`src/rtl/fxp_mult_pipe_if.sv`:
```
// Handshake and data bundle for fxp_mult_pipe: operand side, result side and status.
// The slave modport is the multiplier's view; the master modport is the driver's view.
interface fxp_mult_pipe_if #(
  parameter int DATA_W = 16
);
  logic              i_valid;
  logic              o_ready;
  logic [DATA_W-1:0] i_data_1;
  logic [DATA_W-1:0] i_data_2;
  logic              i_rnd_mode;
  logic              o_valid;
  logic              i_ready;
  logic [DATA_W-1:0] o_data;
  logic              o_sat;
  logic              i_clr;
  logic              o_sat_sticky;
  logic [15:0]       o_sat_cnt;

  modport slave (
    input  i_valid, i_data_1, i_data_2, i_rnd_mode, i_ready, i_clr,
    output o_ready, o_valid, o_data, o_sat, o_sat_sticky, o_sat_cnt
  );

  modport master (
    output i_valid, i_data_1, i_data_2, i_rnd_mode, i_ready, i_clr,
    input  o_ready, o_valid, o_data, o_sat, o_sat_sticky, o_sat_cnt
  );
endinterface

```
`src/rtl/fxp_mult_pipe.sv`:
```
// Signed fixed-point multiply with RNE/truncate rounding and saturation; status counters under FXP_MULT_STATUS_EN.
// Latency 2 cycles (S1 product register, S2 rounded/saturated result), 1 result per cycle.
// Backpressure: two-stage elastic pipeline, o_ready = ~s1 | ~s2 | i_ready, results held stable while stalled.
module fxp_mult_pipe #(
  parameter int DATA_W = 16,
  parameter int FRAC_W = 10
) (
  input  logic              i_clk,
  input  logic              i_rst_n,
  fxp_mult_pipe_if.slave    bus
);

  localparam int PW = 2 * DATA_W;
  localparam int KW = PW - FRAC_W + 1;

  logic              s1_vld_q, s1_vld_d;
  logic [PW-1:0]     s1_prod_q, s1_prod_d;
  logic              s1_mode_q, s1_mode_d;
  logic              s2_vld_q, s2_vld_d;
  logic [DATA_W-1:0] s2_dat_q, s2_dat_d;
  logic              s2_sat_q, s2_sat_d;

  logic              in_rdy;
  logic              in_xfer;
  logic              out_xfer;
  logic              s2_load;
  logic [PW-1:0]     prod;
  logic [KW-1:0]     k_ext;
  logic [KW-1:0]     rnd;
  logic [KW-DATA_W:0] rnd_hi;
  logic              sticky;
  logic              inc;
  logic              ovf;
  logic [DATA_W-1:0] sat_lim;

  assign out_xfer = s2_vld_q & bus.i_ready;
  assign s2_load  = s1_vld_q & (~s2_vld_q | out_xfer);
  assign in_rdy   = ~s1_vld_q | ~s2_vld_q | bus.i_ready;
  assign in_xfer  = bus.i_valid & in_rdy;

  always_comb begin
    prod = {{DATA_W{bus.i_data_1[DATA_W-1]}}, bus.i_data_1} *
           {{DATA_W{bus.i_data_2[DATA_W-1]}}, bus.i_data_2};
  end

  // Rounding uses the product held in S1; K is the floor of P / 2^FRAC_W.
  always_comb begin
    k_ext  = {s1_prod_q[PW-1], s1_prod_q[PW-1:FRAC_W]};
    sticky = 1'b0;
    for (int i = 0; i < FRAC_W - 1; i++) begin
      sticky = sticky | s1_prod_q[i];
    end
    inc     = ~s1_mode_q & s1_prod_q[FRAC_W-1] & (sticky | s1_prod_q[FRAC_W]);
    rnd     = k_ext + {{(KW-1){1'b0}}, inc};
    rnd_hi  = rnd[KW-1:DATA_W-1];
    ovf     = ~((&rnd_hi) | ~(|rnd_hi));
    sat_lim = rnd[KW-1] ? {1'b1, {(DATA_W-1){1'b0}}} : {1'b0, {(DATA_W-1){1'b1}}};
  end

  always_comb begin
    s1_vld_d  = s1_vld_q;
    s1_prod_d = s1_prod_q;
    s1_mode_d = s1_mode_q;
    if (in_xfer) begin
      s1_vld_d  = 1'b1;
      s1_prod_d = prod;
      s1_mode_d = bus.i_rnd_mode;
    end else if (s2_load) begin
      s1_vld_d  = 1'b0;
    end
  end

  always_comb begin
    s2_vld_d = s2_vld_q;
    s2_dat_d = s2_dat_q;
    s2_sat_d = s2_sat_q;
    if (s2_load) begin
      s2_vld_d = 1'b1;
      s2_dat_d = ovf ? sat_lim : rnd[DATA_W-1:0];
      s2_sat_d = ovf;
    end else if (out_xfer) begin
      s2_vld_d = 1'b0;
    end
  end

  always_ff @(posedge i_clk or negedge i_rst_n) begin
    if (!i_rst_n) begin
      s1_vld_q  <= 1'b0;
      s1_prod_q <= '0;
      s1_mode_q <= 1'b0;
      s2_vld_q  <= 1'b0;
      s2_dat_q  <= '0;
      s2_sat_q  <= 1'b0;
    end else begin
      s1_vld_q  <= s1_vld_d;
      s1_prod_q <= s1_prod_d;
      s1_mode_q <= s1_mode_d;
      s2_vld_q  <= s2_vld_d;
      s2_dat_q  <= s2_dat_d;
      s2_sat_q  <= s2_sat_d;
    end
  end

  assign bus.o_ready = in_rdy;
  assign bus.o_valid = s2_vld_q;
  assign bus.o_data  = s2_dat_q;
  assign bus.o_sat   = s2_sat_q;

`ifdef FXP_MULT_STATUS_EN
  logic        sat_sticky_q, sat_sticky_d;
  logic [15:0] sat_cnt_q, sat_cnt_d;

  // Clear has priority over a saturation event in the same cycle.
  always_comb begin
    sat_sticky_d = sat_sticky_q;
    sat_cnt_d    = sat_cnt_q;
    if (bus.i_clr) begin
      sat_sticky_d = 1'b0;
      sat_cnt_d    = '0;
    end else if (out_xfer && s2_sat_q) begin
      sat_sticky_d = 1'b1;
      if (sat_cnt_q != 16'hFFFF) begin
        sat_cnt_d = sat_cnt_q + 16'd1;
      end
    end
  end

  always_ff @(posedge i_clk or negedge i_rst_n) begin
    if (!i_rst_n) begin
      sat_sticky_q <= 1'b0;
      sat_cnt_q    <= '0;
    end else begin
      sat_sticky_q <= sat_sticky_d;
      sat_cnt_q    <= sat_cnt_d;
    end
  end

  assign bus.o_sat_sticky = sat_sticky_q;
  assign bus.o_sat_cnt    = sat_cnt_q;
`else
  logic unused_clr;
  assign unused_clr       = bus.i_clr;
  assign bus.o_sat_sticky = 1'b0;
  assign bus.o_sat_cnt    = '0;
`endif

endmodule

```
`src/flat_wrapper.sv`:
```
// flat-port wrapper written by rule: the top's interface ports become plain ports
module fxp_mult_pipe_flat 
#(
  parameter int DATA_W = 16,
  parameter int FRAC_W = 10
)
  (i_clk, i_rst_n, bus_i_valid, bus_i_data_1, bus_i_data_2, bus_i_rnd_mode, bus_i_ready, bus_i_clr, bus_o_ready, bus_o_valid, bus_o_data, bus_o_sat, bus_o_sat_sticky, bus_o_sat_cnt);
  fxp_mult_pipe_if #(.DATA_W(DATA_W)) bus_i ();
  input  logic i_clk;
  input  logic i_rst_n;
  input wire logic [$bits(bus_i.i_valid)-1:0] bus_i_valid;
  input wire logic [$bits(bus_i.i_data_1)-1:0] bus_i_data_1;
  input wire logic [$bits(bus_i.i_data_2)-1:0] bus_i_data_2;
  input wire logic [$bits(bus_i.i_rnd_mode)-1:0] bus_i_rnd_mode;
  input wire logic [$bits(bus_i.i_ready)-1:0] bus_i_ready;
  input wire logic [$bits(bus_i.i_clr)-1:0] bus_i_clr;
  output wire logic [$bits(bus_i.o_ready)-1:0] bus_o_ready;
  output wire logic [$bits(bus_i.o_valid)-1:0] bus_o_valid;
  output wire logic [$bits(bus_i.o_data)-1:0] bus_o_data;
  output wire logic [$bits(bus_i.o_sat)-1:0] bus_o_sat;
  output wire logic [$bits(bus_i.o_sat_sticky)-1:0] bus_o_sat_sticky;
  output wire logic [$bits(bus_i.o_sat_cnt)-1:0] bus_o_sat_cnt;
  assign bus_i.i_valid = bus_i_valid;
  assign bus_i.i_data_1 = bus_i_data_1;
  assign bus_i.i_data_2 = bus_i_data_2;
  assign bus_i.i_rnd_mode = bus_i_rnd_mode;
  assign bus_i.i_ready = bus_i_ready;
  assign bus_i.i_clr = bus_i_clr;
  assign bus_o_ready = bus_i.o_ready;
  assign bus_o_valid = bus_i.o_valid;
  assign bus_o_data = bus_i.o_data;
  assign bus_o_sat = bus_i.o_sat;
  assign bus_o_sat_sticky = bus_i.o_sat_sticky;
  assign bus_o_sat_cnt = bus_i.o_sat_cnt;
  fxp_mult_pipe #(.DATA_W(DATA_W), .FRAC_W(FRAC_W)) u_core (.i_clk(i_clk), .i_rst_n(i_rst_n), .bus(bus_i));
endmodule
```
`config.mk`:
```
export PLATFORM = sky130hd
export DESIGN_NAME = fxp_mult_pipe_flat
export DESIGN_NICKNAME = d
export VERILOG_FILES = /design/src/rtl/fxp_mult_pipe_if.sv /design/src/rtl/fxp_mult_pipe.sv /design/src/flat_wrapper.sv
export SDC_FILE = /design/constraint.sdc
export NUM_CORES = 1
export LEC_CHECK = 0
export CORE_MARGIN = 4
export CORE_UTILIZATION = 32
export DETAILED_ROUTE_END_ITERATION = 8
export GPL_TIMING_DRIVEN = 0
export PLACE_DENSITY = 0.5
export SLEW_MARGIN = 40
export SYNTH_ARGS = -nofsm -noshare
export SYNTH_HDL_FRONTEND = slang
export SYNTH_SLANG_ARGS = --single-unit
```
`constraint.sdc`:
```
create_clock -name i_clk -period 3.3 [get_ports i_clk]
set_clock_uncertainty 0.2 [all_clocks]
set_input_delay 0.66 -clock i_clk [delete_from_list [all_inputs] [get_ports i_clk]]
set_output_delay 0.66 -clock i_clk [all_outputs]
set_load 0.01 [all_outputs]
```
==> results of run 1 <==
==> per-layer routing <==
| metal | track usage | vias up |
|---|---|---|
| li1 | - | 4312 |
| met1 | 0.2187 | 4756 |
| met2 | 0.3037 | 115 |
| met3 | 0.01381 | 37 |
| met4 | 0.02895 | 0 |
| met5 | 0 | - |
==> through the flow <==
stage | hold slack, ns | cell area, um^2 | cells | utilization
after floorplan | 0.1644 | 12820 | 1346 | -
after CTS | 0.09094 | 15180 | 1988 | 0.4012
final | 0.07602 | 15730 | 2005 | 0.4158
after global routing | 0.09484 | 15730 | 2005 | 0.4158
after global placement | 0.2586 | 14010 | 1912 | 0.3701
after detailed placement | 0.2577 | 14020 | 1913 | 0.3706
==> final cells by class <==
type	count	area [um^2]	area share
multi-input cells	930	10290	0.6542
repair buffers	140	1359	0.08636
flip-flops and latches	52	1301	0.08270
inverters	302	1136	0.07221
plain buffers	62	863.3	0.05487
well taps	511	639.4	0.04064
clock buffers	7	132.6	0.008429
clock inverters	1	8.758	0.0005567
==> sequential cells by signal, indices dropped and copies added (netlist names) <==
| register | cells |
|---|---|
| u_core.s1_prod_q | 32 |
| u_core.bus.o_data | 16 |
| u_core.bus.o_sat | 1 |
| u_core.bus.o_valid | 1 |
| u_core.s1_mode_q | 1 |
| u_core.s1_vld_q | 1 |
==> final timing paths <==
path                                           from               endpoint  slack, ns
max in group asynchronous                   i_rst_n   u_core.s1_prod_q[12]       2.35
worst max register to register     u_core.s1_mode_q  u_core.bus.o_data[14]       0.26
worst min-delay path                        i_rst_n    u_core.s1_prod_q[2]       0.08
min in group i_clk              u_core.s1_prod_q[0]    u_core.s1_prod_q[0]       0.27
worst min register to register  u_core.s1_prod_q[0]    u_core.s1_prod_q[0]       0.27
worst max-delay path                bus_i_data_2[5]   u_core.s1_prod_q[25]      -2.84
==> placed cells by master, fill, tap and decap left out, drive strengths merged, types with 8 or more instances in the layout <==
cell type	count
xor2	17
buf	143
a21oi	29
a21o	17
conb	17
a211oi	8
nand2	176
fa	262
nand3	10
ha	83
dfrtp	52
and2	130
a221o	15
clkdlybuf4s50	22
clkbuf	42
nor2	23
o21ai	42
nand4	11
xnor2	31
inv	302
nand2b	9
==> logic make-up (layout without fill, tap and decap cells) <==
| group | count (synthesis) | in the layout | synth area share |
|---|---|---|---|
| flip-flops | 52 | 52 | 0.1056 |
| other | 1 | 17 | 0.0003042 |
| XOR/XNOR | 48 | 48 | 0.03410 |
| AND/OR/NAND/NOR | 385 | 385 | 0.1580 |
| adder cells (fa/ha/maj) | 345 | 345 | 0.5097 |
| buffers and inverters | 364 | 512 | 0.1194 |
| multiplexers | 1 | 1 | 0.0009134 |
| AO/OA/AOI/OAI | 134 | 134 | 0.07206 |
==> worst reg2reg max path, stage by stage (launching register included) <==
cell and delay (ns):
dfrtp_1 0.39, nand3b_1 0.19, inv_1 0.07, ha_1 0.16
and2_2 0.21, nor3b_4 0.26, nand3_2 0.16, nor4b_2 0.24
o31ai_1 0.11, o31ai_1 0.10, a221oi_2 0.12, and2_1 0.18
buf_6 0.13, buf_8 0.13, a221o_1 0.27
==> timing repair <==
item,CTS,global route
resized for setup,294,147
endpoints found under the setup margin,43,42
buffers inserted,80,30
pin swaps,54,96
gates cloned,1,3
==> results_dict.tcl, run 1 <==
set metrics [dict create \
    wl_met3_um 716 \
    fmax_ghz 0.1629 \
    grt_pass1_wl_um 55140 \
    first_pass_iters 5 \
    maxSlewViolCount 0 \
    area_delta_synth_final_pct 27.63 \
    tritoncts.num_buffers 5 \
    finalCritPeriodShare 1.861 \
    endpoint_kind "flip-flop" \
    antenna-diode-count 0 \
    cts_hold_buf 0 \
    finalSetupTns_ns -58.85 \
    ys_types 52 \
    max_slew_margin 0.5325 \
    htree_levels 2 \
    initial_core_util 0.3258 \
    yosysMostFrequentCell "inv_1" \
    hold_viol 0 \
    grt_pass1_vias 10550 \
    hp-class "in2async" \
    async_reset_ff_frac 1.000 \
    drc_errors 0 \
    wl_met2_um 17070 \
    cp_max_fo 7 \
    ant_nets 0 \
    antenna_found_initial 1 \
    clk_pin_slew_worst_paths_ns 0.07 \
    cp_cell_sequence "buf_12, clkbuf_16, and2_4, fa_1, inv_2, fa_2, fa_1, inv_1, fa_1, fa_1, inv_1, fa_1, inv_2, ha_4, o211ai_1, a211oi_2, o211ai_1, a211oi_2, o21a_1, o21ai_2, a21o_1, a31o_2" \
    fillers 3818 \
    arrival_ns 6.13 \
    synth_top_area_frac 0.4255 \
    maxCapViolCount 0 \
    viasPerCell 4.599 \
    grt_max_degree 28 \
    dp_hpwl_um 27530 \
    violations "negative setup slack" \
    drt-initial-drc-count 314 \
    pre_cts_slack_ns -4.101 \
    yosysTopAreaCell "fa_1" \
    vias 9220 \
    synth_edf_count 0 \
    syn_area_um2 12330 \
    drive_gt1_frac 0.2256 \
    nets 1876 \
    crit_required_ns 3.29 \
    syn_inst 1330 \
    grt_usage 0.1663 \
    yosysWarnings 0 \
    r2r_cells 14 \
    yosysSeqAreaShare 0.1056 \
    netlist_top_cells_area "fa_1 (43%), dfrtp_1 (11%), inv_1 (9.2%)" \
    setup.worst_path.class "in2reg" \
    die_area_um2 41730 \
    finalSetupViolCount 27 \
    clock_latency_ns 0.29 \
    wirelength_um 33090 \
    syn_area_per_cell_um2 9.269 \
    synth-seq-cells 52 \
    cp_slowest_cell "fa_2" \
    rows 71 \
    cts.sinks 52 \
    cp_common_cell "fa_1" \
    cts_tree "built" \
    clockRootBuffer "clkbuf_16" \
    route.detailed.wl_per_inst_um 16.50 \
    fin_crit_ns 6.140 \
    die_x_um 204.3 \
    io_pins 74 \
    cp.depth 22 \
    clockBufferDepth 2 \
    grt_overflow 0 \
    core-area_um2 37840 \
    start_kind "input port" \
    port-buffer-count 55 \
    place_congestion 0.8294 \
    outcome "finished, violations left" \
    top_layer_used "met4" \
    ys.flop_type "dfrtp_1" \
    worst_pin_slew_ns 0.7012 \
    crit_family "adder cells" \
    synth_common_cells "inv_1 (302), fa_1 (262), nand2_1 (176), and2_1 (130), ha_1 (83)" \
    grt_setup_unrepaired "true" \
    slowest_delay_ns 0.57 \
    fin_ws_ns -2.840 \
    die_h_um 204.3 \
    routedLengthMet1_um 14640 \
    cp.buffers_inverters 6 \
]
Power of run 1 is left out: the tool's default activity adds up to more than one toggle a clock period on the data nets, which glitch-free logic cannot reach.
==> inputs of run 2 (changes only) <==
==> constraint.sdc (replaced) <==
create_clock -name i_clk -period 3.3 [get_ports i_clk]
set_clock_uncertainty 0.2 [all_clocks]
set_input_delay 0.66 -clock i_clk [delete_from_list [all_inputs] [get_ports i_clk]]
set_output_delay 0.66 -clock i_clk [all_outputs]
set_load 0.05 [all_outputs]
==> results of run 2 <==
No change in the layout: final DEF, timing and power equal those of run 1.
Power of run 2 is left out for the same reason.
